===== config.mk =====
export PLATFORM = sky130hd
export DESIGN_NAME = term_tile_cfg_frame_ctrl_flat
export DESIGN_NICKNAME = d
export VERILOG_FILES = /design/src/rtl/term_cfg_pkg.sv /design/src/rtl/term_tile_cfg_frame_ctrl_if.sv /design/src/rtl/term_cfg_serial_shifter.sv /design/src/rtl/term_tile_cfg_frame_ctrl.sv /design/src/flat_wrapper.sv
export SDC_FILE = /design/constraint.sdc
export NUM_CORES = 1
export LEC_CHECK = 0
export CELL_PAD_IN_SITES_DETAIL_PLACEMENT = 1
export CELL_PAD_IN_SITES_GLOBAL_PLACEMENT = 1
export CORE_MARGIN = 1.5
export CORE_UTILIZATION = 37
export DETAILED_ROUTE_END_ITERATION = 8
export DONT_BUFFER_PORTS = 1
export PLACE_DENSITY = 0.69
export SETUP_SLACK_MARGIN = 0.02
export SYNTH_ARGS = -nofsm -noshare
export SYNTH_HDL_FRONTEND = slang
export SYNTH_SLANG_ARGS = --single-unit

===== constraint.sdc =====
create_clock -name CLK -period 4.6 [get_ports CLK]
set_input_delay 0.46 -clock CLK [delete_from_list [all_inputs] [get_ports CLK]]
set_output_delay 0.46 -clock CLK [all_outputs]
set_load 0.1 [all_outputs]

===== src/rtl/term_cfg_pkg.sv =====
// Shared definitions for the termination-tile configuration frame controller.
// Contents:
//   cfg_state_e - controller state (IDLE, CONFIG, COMMIT)
//   idx_width   - width of an index able to address n entries (never below 1)
package term_cfg_pkg;

    typedef enum logic [1:0] {
        IDLE   = 2'd0,
        CONFIG = 2'd1,
        COMMIT = 2'd2
    } cfg_state_e;

    // Width needed to hold 0..n-1; a single-entry space still needs one bit.
    function automatic int unsigned idx_width(input int unsigned n);
        return (n > 1) ? $clog2(n) : 1;
    endfunction

endpackage


===== src/rtl/term_tile_cfg_frame_ctrl_if.sv =====
// Frame/serial configuration bus of a termination tile.
// Signals:
//   FrameData     - parallel frame word (master -> slave)
//   FrameStrobe   - one-hot row write strobe (master -> slave)
//   FrameData_O   - pass-through of FrameData (slave -> master)
//   FrameStrobe_O - pass-through of FrameStrobe (slave -> master)
//   CONFin        - serial configuration data (master -> slave)
//   CONFout       - serial chain output (slave -> master)
interface term_tile_cfg_frame_ctrl_if #(
    parameter int unsigned MaxFramesPerCol = 20,
    parameter int unsigned FrameBitsPerRow = 32
);

    logic [FrameBitsPerRow-1:0] FrameData;
    logic [MaxFramesPerCol-1:0] FrameStrobe;
    logic [FrameBitsPerRow-1:0] FrameData_O;
    logic [MaxFramesPerCol-1:0] FrameStrobe_O;
    logic                       CONFin;
    logic                       CONFout;

    modport master (
        output FrameData,
        output FrameStrobe,
        output CONFin,
        input  FrameData_O,
        input  FrameStrobe_O,
        input  CONFout
    );

    modport slave (
        input  FrameData,
        input  FrameStrobe,
        input  CONFin,
        output FrameData_O,
        output FrameStrobe_O,
        output CONFout
    );

endinterface


===== src/rtl/term_cfg_serial_shifter.sv =====
// Serial daisy-chain shifter for the configuration frame controller.
// Ports:
//   clk, rst_n - clock, asynchronous active-low reset
//   shift_en   - shift serial_in in and advance the bit counter this cycle
//   clear      - clear the bit counter (partial word discarded); shift data holds
//   serial_in  - serial data in
//   serial_out - MSB of the shift register
//   word       - current shift register contents
//   word_done  - one-cycle pulse after the edge that completed a word; word is
//                the finished word during this pulse
module term_cfg_serial_shifter
    import term_cfg_pkg::*;
#(
    parameter int unsigned Width = 32
) (
    input  logic             clk,
    input  logic             rst_n,
    input  logic             shift_en,
    input  logic             clear,
    input  logic             serial_in,
    output logic             serial_out,
    output logic [Width-1:0] word,
    output logic             word_done
);

    localparam int unsigned     CntW   = idx_width(Width);
    localparam logic [CntW-1:0] CntMax = CntW'(Width - 1);

    logic [Width-1:0] shift_q, shift_d;
    logic [CntW-1:0]  cnt_q, cnt_d;
    logic             word_done_q, word_done_d;

    always_comb begin
        shift_d     = shift_q;
        cnt_d       = cnt_q;
        word_done_d = 1'b0;
        if (clear) begin
            cnt_d = '0;
        end else if (shift_en) begin
            shift_d    = shift_q << 1;
            shift_d[0] = serial_in;
            if (cnt_q == CntMax) begin
                cnt_d       = '0;
                word_done_d = 1'b1;
            end else begin
                cnt_d = cnt_q + CntW'(1);
            end
        end
    end

    always_ff @(posedge clk or negedge rst_n) begin
        if (!rst_n) begin
            shift_q     <= '0;
            cnt_q       <= '0;
            word_done_q <= 1'b0;
        end else begin
            shift_q     <= shift_d;
            cnt_q       <= cnt_d;
            word_done_q <= word_done_d;
        end
    end

    assign serial_out = shift_q[Width-1];
    assign word       = shift_q;
    assign word_done  = word_done_q;

endmodule


===== src/rtl/term_tile_cfg_frame_ctrl.sv =====
// Configuration front end for fabric termination tiles.
// Configuration is loaded into a shadow store through either the parallel
// frame path or the serial daisy chain, and committed atomically to ConfigBits
// in the single COMMIT cycle that follows MODE leaving configuration.
// Ports:
//   CLK, resetn - tile clock, asynchronous active-low reset
//   MODE        - 1 = configuration, 0 = operation
//   cfg_bus     - frame data/strobe inputs and pass-throughs, CONFin/CONFout
//   ConfigBits  - active configuration driving the switch matrix
//   frame_ptr   - destination row of the next completed serial word
//   cfg_done    - sticky: frame_ptr wrapped, every row loaded serially once
//   cfg_err     - sticky: multi-hot FrameStrobe seen during configuration
// NoConfigBits must lie in 1..MaxFramesPerCol*FrameBitsPerRow.
module term_tile_cfg_frame_ctrl
    import term_cfg_pkg::*;
#(
    parameter int unsigned MaxFramesPerCol = 20,
    parameter int unsigned FrameBitsPerRow = 32,
    parameter int unsigned NoConfigBits    = 64
) (
    input  logic                                 CLK,
    input  logic                                 resetn,
    input  logic                                 MODE,
    term_tile_cfg_frame_ctrl_if.slave            cfg_bus,
    output logic [NoConfigBits-1:0]              ConfigBits,
    output logic [idx_width(MaxFramesPerCol)-1:0] frame_ptr,
    output logic                                 cfg_done,
    output logic                                 cfg_err
);

    localparam int unsigned     PtrW   = idx_width(MaxFramesPerCol);
    localparam logic [PtrW-1:0] PtrMax = PtrW'(MaxFramesPerCol - 1);

    cfg_state_e                 state_q, state_d;
    logic [NoConfigBits-1:0]    shadow_q, shadow_d;
    logic [NoConfigBits-1:0]    config_bits_q, config_bits_d;
    logic [PtrW-1:0]            frame_ptr_q, frame_ptr_d;
    logic                       cfg_done_q, cfg_done_d;
    logic                       cfg_err_q, cfg_err_d;

    logic                       in_cfg;
    logic                       enter_cfg;
    logic                       leave_cfg;
    logic                       shift_en;
    logic                       cnt_clear;
    logic                       strobe_onehot;
    logic                       strobe_multi;
    logic                       par_we;
    logic                       ser_we;
    logic [FrameBitsPerRow-1:0] ser_word;
    logic                       ser_word_done;
    logic                       conf_out;

    // Pass-throughs stay live in every state.
    assign cfg_bus.FrameData_O   = cfg_bus.FrameData;
    assign cfg_bus.FrameStrobe_O = cfg_bus.FrameStrobe;
    assign cfg_bus.CONFout       = conf_out;

    assign in_cfg    = (state_q == CONFIG);
    // From IDLE or COMMIT, MODE=1 enters CONFIG at this edge.
    assign enter_cfg = !in_cfg && MODE;
    assign leave_cfg = in_cfg && !MODE;
    // No shift on the MODE-fall edge so CONFout holds its last value.
    assign shift_en  = in_cfg && MODE;
    assign cnt_clear = enter_cfg || leave_cfg;

    assign strobe_onehot = $onehot(cfg_bus.FrameStrobe);
    assign strobe_multi  = !$onehot0(cfg_bus.FrameStrobe);
    assign par_we        = in_cfg && strobe_onehot;
    // A word completed on the final CONFIG edge is still stored.
    assign ser_we        = in_cfg && ser_word_done;

    term_cfg_serial_shifter #(
        .Width(FrameBitsPerRow)
    ) u_shifter (
        .clk       (CLK),
        .rst_n     (resetn),
        .shift_en  (shift_en),
        .clear     (cnt_clear),
        .serial_in (cfg_bus.CONFin),
        .serial_out(conf_out),
        .word      (ser_word),
        .word_done (ser_word_done)
    );

    always_comb begin
        state_d = state_q;
        unique case (state_q)
            IDLE:    if (MODE) state_d = CONFIG;
            CONFIG:  if (!MODE) state_d = COMMIT;
            COMMIT:  state_d = MODE ? CONFIG : IDLE;
            default: state_d = IDLE;
        endcase
    end

    always_comb begin
        frame_ptr_d = frame_ptr_q;
        cfg_done_d  = cfg_done_q;
        cfg_err_d   = cfg_err_q;
        if (enter_cfg) begin
            frame_ptr_d = '0;
            cfg_done_d  = 1'b0;
            cfg_err_d   = 1'b0;
        end else if (in_cfg) begin
            if (strobe_multi) begin
                cfg_err_d = 1'b1;
            end
            if (ser_we) begin
                if (frame_ptr_q == PtrMax) begin
                    frame_ptr_d = '0;
                    cfg_done_d  = 1'b1;
                end else begin
                    frame_ptr_d = frame_ptr_q + PtrW'(1);
                end
            end
        end
    end

    // Bit i belongs to row i/FrameBitsPerRow, column i%FrameBitsPerRow; rows
    // past NoConfigBits simply have no storage. Parallel wins a same-row clash.
    always_comb begin
        shadow_d = shadow_q;
        for (int i = 0; i < NoConfigBits; i++) begin
            if (par_we && cfg_bus.FrameStrobe[i / FrameBitsPerRow]) begin
                shadow_d[i] = cfg_bus.FrameData[i % FrameBitsPerRow];
            end else if (ser_we && (int'(frame_ptr_q) == i / FrameBitsPerRow)) begin
                shadow_d[i] = ser_word[i % FrameBitsPerRow];
            end
        end
    end

    assign config_bits_d = (state_q == COMMIT) ? shadow_q : config_bits_q;

    always_ff @(posedge CLK or negedge resetn) begin
        if (!resetn) begin
            state_q       <= IDLE;
            shadow_q      <= '0;
            config_bits_q <= '0;
            frame_ptr_q   <= '0;
            cfg_done_q    <= 1'b0;
            cfg_err_q     <= 1'b0;
        end else begin
            state_q       <= state_d;
            shadow_q      <= shadow_d;
            config_bits_q <= config_bits_d;
            frame_ptr_q   <= frame_ptr_d;
            cfg_done_q    <= cfg_done_d;
            cfg_err_q     <= cfg_err_d;
        end
    end

    assign ConfigBits = config_bits_q;
    assign frame_ptr  = frame_ptr_q;
    assign cfg_done   = cfg_done_q;
    assign cfg_err    = cfg_err_q;

endmodule


===== src/flat_wrapper.sv =====
// flat-port wrapper written by rule: the top's interface ports become plain ports
module term_tile_cfg_frame_ctrl_flat import term_cfg_pkg::*;
#(
    parameter int unsigned MaxFramesPerCol = 20,
    parameter int unsigned FrameBitsPerRow = 32,
    parameter int unsigned NoConfigBits    = 64
)
  (CLK, resetn, MODE, ConfigBits, frame_ptr, cfg_done, cfg_err, cfg_bus_FrameData, cfg_bus_FrameStrobe, cfg_bus_CONFin, cfg_bus_FrameData_O, cfg_bus_FrameStrobe_O, cfg_bus_CONFout);
  term_tile_cfg_frame_ctrl_if #(.MaxFramesPerCol(MaxFramesPerCol), .FrameBitsPerRow(FrameBitsPerRow)) cfg_bus_i ();
  input  logic CLK;
  input  logic resetn;
  input  logic MODE;
  output logic [NoConfigBits-1:0] ConfigBits;
  output logic [idx_width(MaxFramesPerCol)-1:0] frame_ptr;
  output logic cfg_done;
  output logic cfg_err;
  input wire logic [$bits(cfg_bus_i.FrameData)-1:0] cfg_bus_FrameData;
  input wire logic [$bits(cfg_bus_i.FrameStrobe)-1:0] cfg_bus_FrameStrobe;
  input wire logic [$bits(cfg_bus_i.CONFin)-1:0] cfg_bus_CONFin;
  output wire logic [$bits(cfg_bus_i.FrameData_O)-1:0] cfg_bus_FrameData_O;
  output wire logic [$bits(cfg_bus_i.FrameStrobe_O)-1:0] cfg_bus_FrameStrobe_O;
  output wire logic [$bits(cfg_bus_i.CONFout)-1:0] cfg_bus_CONFout;
  assign cfg_bus_i.FrameData = cfg_bus_FrameData;
  assign cfg_bus_i.FrameStrobe = cfg_bus_FrameStrobe;
  assign cfg_bus_i.CONFin = cfg_bus_CONFin;
  assign cfg_bus_FrameData_O = cfg_bus_i.FrameData_O;
  assign cfg_bus_FrameStrobe_O = cfg_bus_i.FrameStrobe_O;
  assign cfg_bus_CONFout = cfg_bus_i.CONFout;
  term_tile_cfg_frame_ctrl #(.MaxFramesPerCol(MaxFramesPerCol), .FrameBitsPerRow(FrameBitsPerRow), .NoConfigBits(NoConfigBits)) u_core (.CLK(CLK), .resetn(resetn), .MODE(MODE), .cfg_bus(cfg_bus_i), .ConfigBits(ConfigBits), .frame_ptr(frame_ptr), .cfg_done(cfg_done), .cfg_err(cfg_err));
endmodule

Word level (Yosys, flattened, before mapping)
Index checks and enable logic that the tools add are counted.

word-level totals
  flip-flop bits (word level) = 175
  word-level logic and storage cells = 216
  output and inout bits = 124
  input bits = 56

cells by class
  order comparisons = 1
  muxes and demuxes = 149
  add/sub/neg operators = 21
  equal/unequal tests = 9
  reduce and logical (&&, ||, !) cells = 25
  bitwise operators = 1

operators by type and width
  kind                 count
  $mux 1               139
  $add 5x5->5          9
  $mux 5               7
  $add 1x1->2          10
  $reduce_bool 2->1    6
  $add 5x1->5 const B  2
  $eq 5x1->1 const B   2
  $eq 5x5->1 const B   2
  $logic_and 1x1->1    9
  $reduce_and 2->1     4
  $pmux 2 s3           1
  $le 5x1->1 const B   1
  $logic_not 5->1      1
  $mux 2               2
  $ne 2x2->1 const B   2
  $reduce_and 3->1     1
  $eq 2x1->1 const B   1
  $eq 2x2->1 const B   1
  $logic_not 1->1      2
  $logic_not 2->1      1
  $ne 2x1->1 const B   1
  $logic_or 1x1->1     1
  $not 1->1            1

Longest topological paths before layout
  depth after elaboration = 9
  mapped depth = 16
  depth with buffers taken out = 15

By module
From an unflattened synthesis, not the netlist that was laid out.

unflattened totals
  cell total of the unflattened synthesis = 594
  area total of the unflattened synthesis = 8629.5 µm²

modules (own cells, without submodules)
  module                    cells each  seq. area each (µm²)  instances  area an instance (µm²)
  term_tile_cfg_frame_ctrl  498         3428.3                1          7125.6
  term_cfg_serial_shifter   96          950.9                 1          1503.9

Worst setup path before layout
Ideal clock, no wire load.

  kind = input to register
  start = in cfg_bus_FrameStrobe[6]
  end = reg u_core.shadow_q[10]
  stages = 13
  arrival = 4.709 ns
  path buffers = 1
  slack = -0.242 ns
  setup time = 0.133 ns
  cell sequence = ha_1 inv_1 fa_1 inv_1 fa_1 inv_1 fa_1 fa_1 fa_1 or4b_4 a2111oi_4 clkbuf_1 o21ai_0

between the ends
  longest elaborated chain between the ends = 9
  elaborated cells between the ends (all ways) = 10

RTL lines
  what                                              RTL line                         source
  from (decl)                                       flat_wrapper.sv:18               input wire logic [$bits(cfg_bus_i.FrameStrobe)-1:0] cfg_bus_FrameStrobe;
  $add 1x1->2 (not written as such) *               term_tile_cfg_frame_ctrl.sv:67   assign strobe_onehot = $onehot(cfg_bus.FrameStrobe);
  $add 5x5->5 (not written as such) * (4 in a row)  term_tile_cfg_frame_ctrl.sv:67
  $eq 5x1->1 *                                      term_tile_cfg_frame_ctrl.sv:67
  $logic_and 1x1->1 *                               term_tile_cfg_frame_ctrl.sv:69   assign par_we = in_cfg && strobe_onehot;
  $logic_and 1x1->1 *                               term_tile_cfg_frame_ctrl.sv:124  if (par_we && cfg_bus.FrameStrobe[i / FrameBitsPerRow]) begin
  $mux 1 or $reduce_bool 2->1 (tied branches)       --
  to (signal assigned)                              term_tile_cfg_frame_ctrl.sv:144  shadow_q <= shadow_d;
  to (decl)                                         term_tile_cfg_frame_ctrl.sv:35   logic [NoConfigBits-1:0] shadow_q, shadow_d;

Mark *: on every way between the ends. The rest lies on a longest branch, timed or not.
A chain may end at the register's enable or synchronous reset.

Final worst setup path
  start = in cfg_bus_FrameStrobe[6]
  end = reg u_core.shadow_q[50]

Same word-level chain as after synthesis.

==> summary.txt <==
Outcome
  – Outcome: finished, final reports clean

Critical path
  – Critical path buffers and inverters: 2
  – Kind of critical path: input pin to register
  – Delay-heaviest family, CP: adder cells
  – CP max stage cell: fa_1
  – CP startpoint kind: input pin
  – CP max stage delay: 0.55 ns
  – CP Cell Sequence: ha_1, fa_1, inv_1, fa_1, fa_1, fa_1, fa_1, or4b_4, a2111oi_4, buf_12, o21ai_0
  – Worst endpoint required time: 4.88 ns
  – Most used cell, CP: fa_1
  – CP max FO: 34
  – Critical Path AT: 4.61 ns
  – Setup crit end kind: register

Placed design
  – I/O Buffers: 0
  – Post-Place Cells: roughly 880
  – Dpl ws: -0.1640 ns
  – Final Wtd Congestion: between 0.7 and 0.8
  – Detail Placement HPWL: around 12000 microns

CTS
  – Inserted Clock Buffers: 17
  – Post-CTS Setup Bufs: 0
  – Clock sinks: ~180
  – H-tree levels: 4
  – CTS tree: yes
  – Clk_lat worst skew: 0.42 ns
  – Clock Tree Buf Depth: 2
  – Root Buffer: clkbuf_16
  – Worst-path clk slew: ~0.070 ns

STA
  – # setup viols final: 0
  – Max Fclk: 231.1 MHz
  – Tmin final: 4.328 ns
  – Endpoints failing hold: 0
  – RSZ-0062 raised after global routing: false
  – Max-slew headroom: 30.20%
  – Pin slew with the least headroom to its limit: roughly 1.0 ns
  – Final slew viol count: 0
  – Clk_skew: around 0.0085 ns
  – Final worst-path cycle share: a little over nine tenths
  – Setup slack after layout: 0.2723 ns

Floorplanning
  – Die height: between 150 and 200 microns
  – Initial Util: between 30% and 40%
  – I/O pins: 180
  – Total core area: about 22000 sq um
  – Die ar.: 23330 sq um
  – Cell Rows: 54
  – Die width: around 150 microns

Synthesis
  – Seq cells post-synth: roughly 180
  – EDFF count, synth: 0
  – Cells after Synth: approximately 680
  – Async set or reset register ratio after synthesis: 100.0%
  – Largest cells by area after synthesis: dfrtp_1 (53%), mux2_2 (13%), mux2i_1 (7.8%)
  – Syn_area_per_cell: ~12 sq um
  – Distinct cell type count after synthesis: 37
  – Sequential fraction of the synthesis area: a little over half
  – Leading area contributor after synthesis: dfrtp_1
  – Main synth FF type: dfrtp_1
  – Post-Synthesis Cell Area: between 8000 and 9000 sq um
  – Syn. warnings: 0
  – Post-synth net total: between 700 and 800
  – Post-synth top area share: approximately 53%

Drt
  – Iteration-0 DRC Markers: 165
  – Routed len/inst: a little under 20 microns
  – Final WL: between 15000 and 20000 microns
  – Initial DRT Pass Iterations: 4
  – Drt drc: 0
  – Antenna viol nets, final: 0
  – Vias after detailed routing: between 4000 and 5000
  – Via density per instance: just over 5

Cells and area
  – Share of layout cells above drive strength 1: between 20% and 30%
  – Fin util: between 40% and 50%
  – Nets: approximately 720
  – Final Non-Filler Cells: ~920
  – # diodes: 0
  – Synthesis-to-finish area growth: 7.646%

Pwr
  – Worst vdd ir: around 0.43 mV
  – Pwr dens: 797.0 nW/um^2
  – P_leak: ~4.0 nW

Global route
  – Total congestion overflow: 0
  – Most Used Layer, Global Route: met2
  – First-pass GRT wire length: roughly 30000 microns
  – Global-route met1 utilization: 20.68%
  – Largest net degree at the start of global routing: 176
  – Total track usage: between 10% and 20%
  – Number of global-route vias before repair: approximately 5500
  – Initial antenna violation count: 0
  – Met2 Resource Use GR: between 20% and 30%
  – Routing usage on met3: around 4.8%

Min path
  – Min-delay worst type: input pin to async pin

Run
  – Max_cap viols: 0
## where the power goes
| group | switching, mW | internal (mW) |
|---|---|---|
| Sequential | 2.29 | 2.05 |
| Clock | 0.659 | 0.954 |
| Combinational | 0.573 | 0.597 |
## cell families (layout without fill, tap and decap cells)
group	count (synthesis)	count (layout)	synth area share, %
muxes	161	161	20.87
DFF	175	175	52.78
adders and majority gates	36	36	6.696
AOI/OAI and AO/OA	90	90	6.470
and+or+nand+nor	98	98	5.278
buffers and inverters	118	77	7.902
## flip-flops by register name (all words and copies together) (netlist names)
name and cells:
u_core.u_shifter.word_done 1, u_core.frame_ptr 5, u_core.shadow_q 64, u_core.state_q 2, u_core.u_shifter.word 32, u_core.cfg_err 1
u_core.cfg_done 1, u_core.u_shifter.cnt_q 5, u_core.ConfigBits 64
## cells in the mapped netlist (2+ instances only)
| cell | count |
|---|---|
| nand4b_1 | 2 |
| buf_4 | 52 |
| nand2b_1 | 6 |
| nand3_1 | 2 |
| mux2_2 | 96 |
| a22o_1 | 3 |
| nand4_1 | 2 |
| nand2_1 | 70 |
| o21ai_1 | 5 |
| a2111oi_4 | 2 |
| nand3b_1 | 2 |
| inv_1 | 34 |
| ha_1 | 22 |
| o21ai_0 | 70 |
| fa_1 | 14 |
| mux2i_1 | 65 |
| clkbuf_1 | 17 |
| buf_2 | 14 |
| nor2_1 | 6 |
| dfrtp_1 | 175 |
| o31ai_1 | 3 |
## stage by stage
| step | hold WS, ns | cell area [sq um] | TNS (ns) | power, mW |
|---|---|---|---|---|
| after CTS | 0.08679 | 8931 | 0 | 7.215 |
| after global placement | 0.1726 | 8254 | -4.849 | 5.422 |
| after floorplan | 0.1644 | 8310 | 0 | 5.361 |
| final | 0.05543 | 8931 | 0 | 7.118 |
| after detailed placement | 0.1698 | 8254 | -7.262 | 5.544 |
| after global routing | 0.08906 | 8931 | 0 | 7.494 |
## placed cells by master (no fill, tap or decap), drive strengths merged, types with 2 or more instances in the layout
cell type  instances
a2111oi            3
a22o               3
buf               10
bufinv             4
clkbuf            19
clkinv             3
dfrtp            175
fa                14
ha                22
inv               40
mux2              96
mux2i             65
nand2             70
nand2b             6
nand3              2
nand3b             2
nand4              2
nand4b             2
nor2               6
o21ai             75
o31ai              3
## final timing paths
check,from,slack [ns],to,cells after the start
min,resetn,0.06,u_core.ConfigBits[46],1
min reg2reg,u_core.shadow_q[59],0.51,u_core.ConfigBits[59],1
max,cfg_bus_FrameStrobe[6],0.27,u_core.shadow_q[50],11
max reg2reg,u_core.frame_ptr[0],2.05,u_core.shadow_q[22],7
max in group asynchronous,resetn,3.89,u_core.cfg_err,1
min in group CLK,MODE,0.11,u_core.state_q[1],1
## cell type report
cell class | instances | area, sq um
clock inverters | 13 | 196.4
inverters | 35 | 131.4
clock buffers | 19 | 452.9
well taps | 280 | 350.3
repair buffers | 10 | 145.1
fillers | 2257 | 12960
multi-input cells | 385 | 3276
flip-flops and latches | 175 | 4379
## layer usage
layer	routed length, microns	share of wire (%)
met5	0	0
met4	118	0.66
met3	957	5.3
met2	9108	51
met1	7822	43
## worst reg2reg max path: stages, from the launching register on
cell	delay [ns]
dfrtp_1	1.04
inv_1	0.12
ha_1	0.23
and2_1	0.15
nand4_1	0.15
buf_4	0.38
mux2i_1	0.27
o21ai_0	0.10
## timing repair
| item | 4_1_cts | 5_1_grt |
|---|---|---|
| hold buffers | 1 | 0 |
| resized for setup | 0 | 0 |
| hold endpoints to repair | 175 | 0 |
No activity file was read; power rests on OpenSTA's default activity.
